==> src/rtl/cpu_defs_pkg.sv <==
// Shared CPU definitions: Wishbone bus records, memory access sizes and
// data-bus controller state encodings, plus lane helpers for sub-word accesses.
package cpu_defs;

  typedef struct packed {
    logic        cyc;
    logic        stb;
    logic        we;
    logic [3:0]  sel;
    logic [31:0] addr;
    logic [31:0] data;
  } WishboneReq_t;

  typedef struct packed {
    logic        ack;
    logic [31:0] data;
  } WishboneRes_t;

  typedef enum logic [1:0] {
    MEM_BYTE = 2'b00,
    MEM_HALF = 2'b01,
    MEM_WORD = 2'b10,
    MEM_INV  = 2'b11
  } MemSize_t;

  typedef logic [1:0] DbusState_t;
  localparam DbusState_t DBUS_IDLE = 2'd0;
  localparam DbusState_t DBUS_BUSY = 2'd1;
  localparam DbusState_t DBUS_DONE = 2'd2;

  function automatic logic [3:0] size_sel(input MemSize_t size, input logic [1:0] off);
    case (size)
      MEM_BYTE: size_sel = 4'b0001 << off;
      MEM_HALF: size_sel = 4'b0011 << {off[1], 1'b0};
      MEM_WORD: size_sel = 4'b1111;
      default:  size_sel = 4'b0000;
    endcase
  endfunction

  function automatic logic [31:0] store_lanes(input MemSize_t size, input logic [31:0] wdata);
    case (size)
      MEM_BYTE: store_lanes = {4{wdata[7:0]}};
      MEM_HALF: store_lanes = {2{wdata[15:0]}};
      default:  store_lanes = wdata;
    endcase
  endfunction

  // Invalid size counts as a bad access so it never reaches the bus.
  function automatic logic access_bad(input MemSize_t size, input logic [1:0] off);
    case (size)
      MEM_BYTE: access_bad = 1'b0;
      MEM_HALF: access_bad = off[0];
      MEM_WORD: access_bad = (off != 2'b00);
      default:  access_bad = 1'b1;
    endcase
  endfunction

endpackage

==> src/rtl/dbus_load_align.sv <==
// Load-path aligner: moves the addressed lane down to bit 0 and sign- or
// zero-extends it to 32 bits.
module dbus_load_align
  import cpu_defs::*;
(
  input  logic [31:0] data,
  input  logic [1:0]  offset,
  input  MemSize_t    size,
  input  logic        sgn,
  output logic [31:0] result
);

  logic [31:0] shifted;

  always_comb begin
    shifted = data >> {offset, 3'b000};
    result  = shifted;
    case (size)
      MEM_BYTE: result = {{24{sgn & shifted[7]}}, shifted[7:0]};
      MEM_HALF: result = {{16{sgn & shifted[15]}}, shifted[15:0]};
      default:  result = shifted;
    endcase
  end

endmodule

==> src/rtl/dbus_ctrl.sv <==
// MEM-stage data bus controller: turns one pipeline load/store into a single
// Wishbone classic cycle, holding the pipeline until completion or error.
module dbus_ctrl
  import cpu_defs::*;
#(
  parameter int TIMEOUT_CYCLES = 255
) (
  input  logic         clk,
  input  logic         rst,
  input  logic         mem_req,
  input  logic         mem_we,
  input  logic [1:0]   mem_size,
  input  logic         mem_signed,
  input  logic [31:0]  mem_addr,
  input  logic [31:0]  mem_wdata,
  output logic         stall,
  output logic [31:0]  rdata,
  output logic         done,
  output logic         bus_err,
  output WishboneReq_t dbus_req,
  input  WishboneRes_t dbus_res
);

  localparam int CNT_W = $clog2(TIMEOUT_CYCLES + 1);
  localparam logic [CNT_W-1:0] CNT_LAST = CNT_W'(TIMEOUT_CYCLES - 1);

  DbusState_t       state_reg;
  WishboneReq_t     req_reg;
  logic [CNT_W-1:0] cnt_reg;
  logic [31:0]      rdata_reg;
  logic             err_reg;
  MemSize_t         size_reg;
  logic             sgn_reg;
  logic [1:0]       off_reg;

  MemSize_t    size_in;
  logic        bad_access;
  logic [31:0] load_value;

  assign size_in    = MemSize_t'(mem_size);
  assign bad_access = access_bad(size_in, mem_addr[1:0]);

  dbus_load_align u_align (
    .data   (dbus_res.data),
    .offset (off_reg),
    .size   (size_reg),
    .sgn    (sgn_reg),
    .result (load_value)
  );

  always_ff @(posedge clk) begin
    if (!rst) begin
      state_reg <= DBUS_IDLE;
      req_reg   <= '0;
      cnt_reg   <= '0;
      rdata_reg <= '0;
      err_reg   <= 1'b0;
      size_reg  <= MEM_BYTE;
      sgn_reg   <= 1'b0;
      off_reg   <= 2'b00;
    end else begin
      case (state_reg)
        DBUS_IDLE: begin
          err_reg <= 1'b0;
          if (mem_req) begin
            if (bad_access) begin
              state_reg <= DBUS_DONE;
              err_reg   <= 1'b1;
              rdata_reg <= '0;
            end else begin
              state_reg    <= DBUS_BUSY;
              req_reg.cyc  <= 1'b1;
              req_reg.stb  <= 1'b1;
              req_reg.we   <= mem_we;
              req_reg.sel  <= size_sel(size_in, mem_addr[1:0]);
              req_reg.addr <= {mem_addr[31:2], 2'b00};
              req_reg.data <= store_lanes(size_in, mem_wdata);
              cnt_reg      <= '0;
              size_reg     <= size_in;
              sgn_reg      <= mem_signed;
              off_reg      <= mem_addr[1:0];
            end
          end
        end
        DBUS_BUSY: begin
          // Ack takes priority over a timeout landing on the same cycle.
          if (dbus_res.ack) begin
            state_reg   <= DBUS_DONE;
            req_reg.cyc <= 1'b0;
            req_reg.stb <= 1'b0;
            rdata_reg   <= req_reg.we ? '0 : load_value;
          end else if (cnt_reg == CNT_LAST) begin
            state_reg   <= DBUS_DONE;
            req_reg.cyc <= 1'b0;
            req_reg.stb <= 1'b0;
            err_reg     <= 1'b1;
            rdata_reg   <= '0;
          end else begin
            cnt_reg <= cnt_reg + 1'b1;
          end
        end
        DBUS_DONE: begin
          state_reg <= DBUS_IDLE;
          err_reg   <= 1'b0;
        end
        default: state_reg <= DBUS_IDLE;
      endcase
    end
  end

  assign stall    = mem_req & (state_reg != DBUS_DONE);
  assign done     = (state_reg == DBUS_DONE);
  assign bus_err  = err_reg;
  assign rdata    = rdata_reg;
  assign dbus_req = req_reg;

endmodule

==> config.mk <==
export PLATFORM = sky130hd
export DESIGN_NAME = dbus_ctrl
export DESIGN_NICKNAME = d
export VERILOG_FILES = /design/src/rtl/cpu_defs_pkg.sv /design/src/rtl/dbus_load_align.sv /design/src/rtl/dbus_ctrl.sv
export SDC_FILE = /design/constraint.sdc
export NUM_CORES = 1
export LEC_CHECK = 0
export CORE_MARGIN = 2
export CORE_UTILIZATION = 48
export CTS_CLUSTER_DIAMETER = 200
export DETAILED_ROUTE_END_ITERATION = 7
export PLACE_DENSITY = 0.84
export SYNTH_ARGS = -nofsm -noshare
export SYNTH_HDL_FRONTEND = slang
export SYNTH_SLANG_ARGS = --single-unit
==> constraint.sdc <==
create_clock -name clk -period 2.8 [get_ports clk]
set_input_delay 0.56 -clock clk [delete_from_list [all_inputs] [get_ports clk]]
set_output_delay 0.56 -clock clk [all_outputs]
set_load 0.1 [all_outputs]
==> reports/results.txt <==
via count - 5744
final hold violation count - 0
setup slack after placement - 0.108 ns
Final Slew Violations - 0
num rows - 39
grt ovf - 0
crit-path max cell delay - 0.64 ns
maximum level of the CTS H-tree - 4
hold buffers post-CTS - 0
Inserted Clock Buffers - 17
Min-Delay Path Class - reg -> reg
Ant. Diodes - 0
die span in x - 112 µm
Core ar. - 11400 µm²
PortBufs - 207
run status - complete, no violations
post-route fraction of the period consumed by the critical path - 83.1%
post-CTS setup buffers - 0
max-cap violations - 0
routed via count divided by cell count - 5.64
number of optimization iterations in the first detailed-route pass - 5
effective utilization at floorplan - 49.0%
Worst path slowest cell - sky130_fd_sc_hd__o21ai_1
first-pass GRT wire length - 27600 µm
cell count after synthesis - 674
latest clock arrival within the worst-skew pair - 0.42 ns
share of flip-flops with an asynchronous set or reset - 0%
final setup TNS - 0 ns
share of the yosys chip area belonging to registers - 41.7%
number of DRC violations after detailed-routing iteration 0 - 400
clk slew on worst S/H paths - 0.05 ns
crit-path cells - nand4_1, o21ai_1, and3_1, a311oi_1
setup repair after global routing missed its margin - false
Crit path max-delay family - simple AND/OR/NAND/NOR gates
post-route ant nets - 0
Power Density - 718 nW/µm²
area growth from synthesis to final layout - 46.0%
required time of the critical path - 3.05 ns
leakage power - 3.19 nW
Final min period - 2.33 ns
ys flop type - sky130_fd_sc_hd__dfxtp_1
y dimension of the die - 112 µm
Setup crit start kind - register
clock root buffer - sky130_fd_sc_hd__clkbuf_16
post-synthesis cell type count - 52
final worst clock skew - 0.0104 ns
Max Buffers Root-to-Sink - 2
power consumption - 0.00584 W
Yosys warning count - 0
number of endpoints failing setup at the final stage - 0
endpoint type of the worst setup path - register
commonest cells after routing, fill and taps aside - sky130_fd_sc_hd__nand2_1 (168), sky130_fd_sc_hd__buf_4 (120), sky130_fd_sc_hd__dfxtp_1 (116), sky130_fd_sc_hd__clkdlybuf4s50_1 (103), sky130_fd_sc_hd__a21oi_1 (65)
fraction of final layout cells sized beyond drive strength 1 - 20.2%
initial antenna violation count - 0
Critical Path Fanout Max - 16
Max transition margin - 44.3%
Mapped Avg Cell Area - 8.26 µm²
Buf/Inv on CP - 0
total die area - 12500 µm²
cell area after synthesis - 5570 µm²
Worst-Margin Slew - 0.834 ns
sum of net half-perimeters after detailed placement - 12500 µm
Area after DPL - 7500 µm²
routed len/inst - 16.8 µm
smallest hold slack - 0.454 ns
number of synthesized flops with an enable pin - 0
fill cell instance count of the final layout - 892
number of global-route vias before repair - 5677
number of flip-flops under the largest register name - 68
maximum VDD drop - 0.612 mV
TritonCTS clock tree - built
peak clock frequency supported by timing - 430 MHz
synthesized flop and latch total - 116
routability congestion estimate from global placement - 0.872
boundary pin count - 210
maximum number of pins on one net before global-route repair - 56
kind of critical path - reg -> reg
most frequent standard cell in the layout excluding fill and tap cells - sky130_fd_sc_hd__nand2_1
data arrival at the endpoint of the critical path - 2.58 ns
Final Instance Area - 8130 µm²
final setup slack of the worst path - 0.472 ns
DR DRC count - 0
nets - 972
Post-Route WL - 17100 µm
CTS sink cnt - 116
post-cts sizing count - 0
GRT Overall Usage - 27.1%
synthesized netlist by cell type, types with 4 or more instances:
cell	number	area, µm²
sky130_fd_sc_hd__ha_1	6	75.1
sky130_fd_sc_hd__nand3b_1	9	67.6
sky130_fd_sc_hd__mux2i_1	52	521
sky130_fd_sc_hd__nand2_1	168	631
sky130_fd_sc_hd__nand3_1	15	75.1
sky130_fd_sc_hd__a21oi_1	65	325
sky130_fd_sc_hd__a211oi_1	8	60.1
sky130_fd_sc_hd__o211ai_1	20	150
sky130_fd_sc_hd__a21o_1	4	30.0
sky130_fd_sc_hd__dfxtp_1	116	2320
sky130_fd_sc_hd__nand2b_1	4	25.0
sky130_fd_sc_hd__a311oi_1	26	228
sky130_fd_sc_hd__nor2_1	22	82.6
sky130_fd_sc_hd__inv_1	11	41.3
sky130_fd_sc_hd__clkbuf_1	25	93.8
sky130_fd_sc_hd__or3_1	4	25.0
sky130_fd_sc_hd__buf_4	4	30.0
sky130_fd_sc_hd__mux2_2	8	90.1
sky130_fd_sc_hd__buf_2	28	140
sky130_fd_sc_hd__o21ai_0	20	100
sky130_fd_sc_hd__a31oi_1	16	100
metrics by stage:
step | utilization (%) | instances
2_1_floorplan | - | 675
3_3_place_gp | 65.9 | 986
3_5_place_dp | 65.9 | 986
4_1_cts | 71.5 | 1018
5_1_grt | 71.5 | 1018
6_report | 71.5 | 1018
logic make-up (layout without fill, tap and decap cells):
| group | Yosys count | count (layout) | share of synthesized area [%] |
|---|---|---|---|
| compound gates | 175 | 175 | 20.6 |
| xor+xnor | 1 | 1 | 0.157 |
| fa+ha+maj | 6 | 6 | 1.35 |
| buf+inv | 70 | 270 | 5.62 |
| flops | 116 | 116 | 41.7 |
| mux | 61 | 61 | 11.4 |
| other cells | 1 | 2 | 0.0673 |
| simple gates | 244 | 244 | 19.1 |
worst paths after layout:
check          startpoint           end  slack (ns)  depth (start not counted)
max            cnt_reg[3]     rdata[30]        0.47                          4
min          dbus_req[50]  dbus_req[50]        0.45                          2
max reg2reg    cnt_reg[3]     rdata[30]        0.47                          4
min reg2reg  dbus_req[50]  dbus_req[50]        0.45                          2
worst reg2reg max path: stages, from the launching register on:
cell	delay, ns
sky130_fd_sc_hd__dfxtp_1	0.41
sky130_fd_sc_hd__nand4_1	0.28
sky130_fd_sc_hd__o21ai_1	0.64
sky130_fd_sc_hd__and3_1	0.64
sky130_fd_sc_hd__a311oi_1	0.20
final cells by class:
cell class	instances	area, µm²	area share (%)
Multi-Input combinational cell	489	2940	36.2
Sequential cell	116	2320	28.6
Timing Repair Buffer	227	2010	24.7
Clock buffer	19	453	5.57
Clock inverter	13	181	2.23
Tap cell	143	179	2.20
Inverter	11	41.3	0.508
power by group:
group          switching [W]  internal (W)  total (W)
clock               0.000776       0.00153    0.00231
combinational        0.00120      0.000486    0.00169
sequential         0.0000827       0.00177    0.00185
routing by layer:
layer | vias to the layer above | routed length, µm | global-route usage, %
li1 | 2769 | - | -
met1 | 2696 | 7050 | 33.5
met2 | 236 | 8370 | 44.8
met3 | 43 | 1340 | 7.57
met4 | 0 | 388 | 10.7
met5 | - | 0 | 0
(Power assumes the default switching activity.)
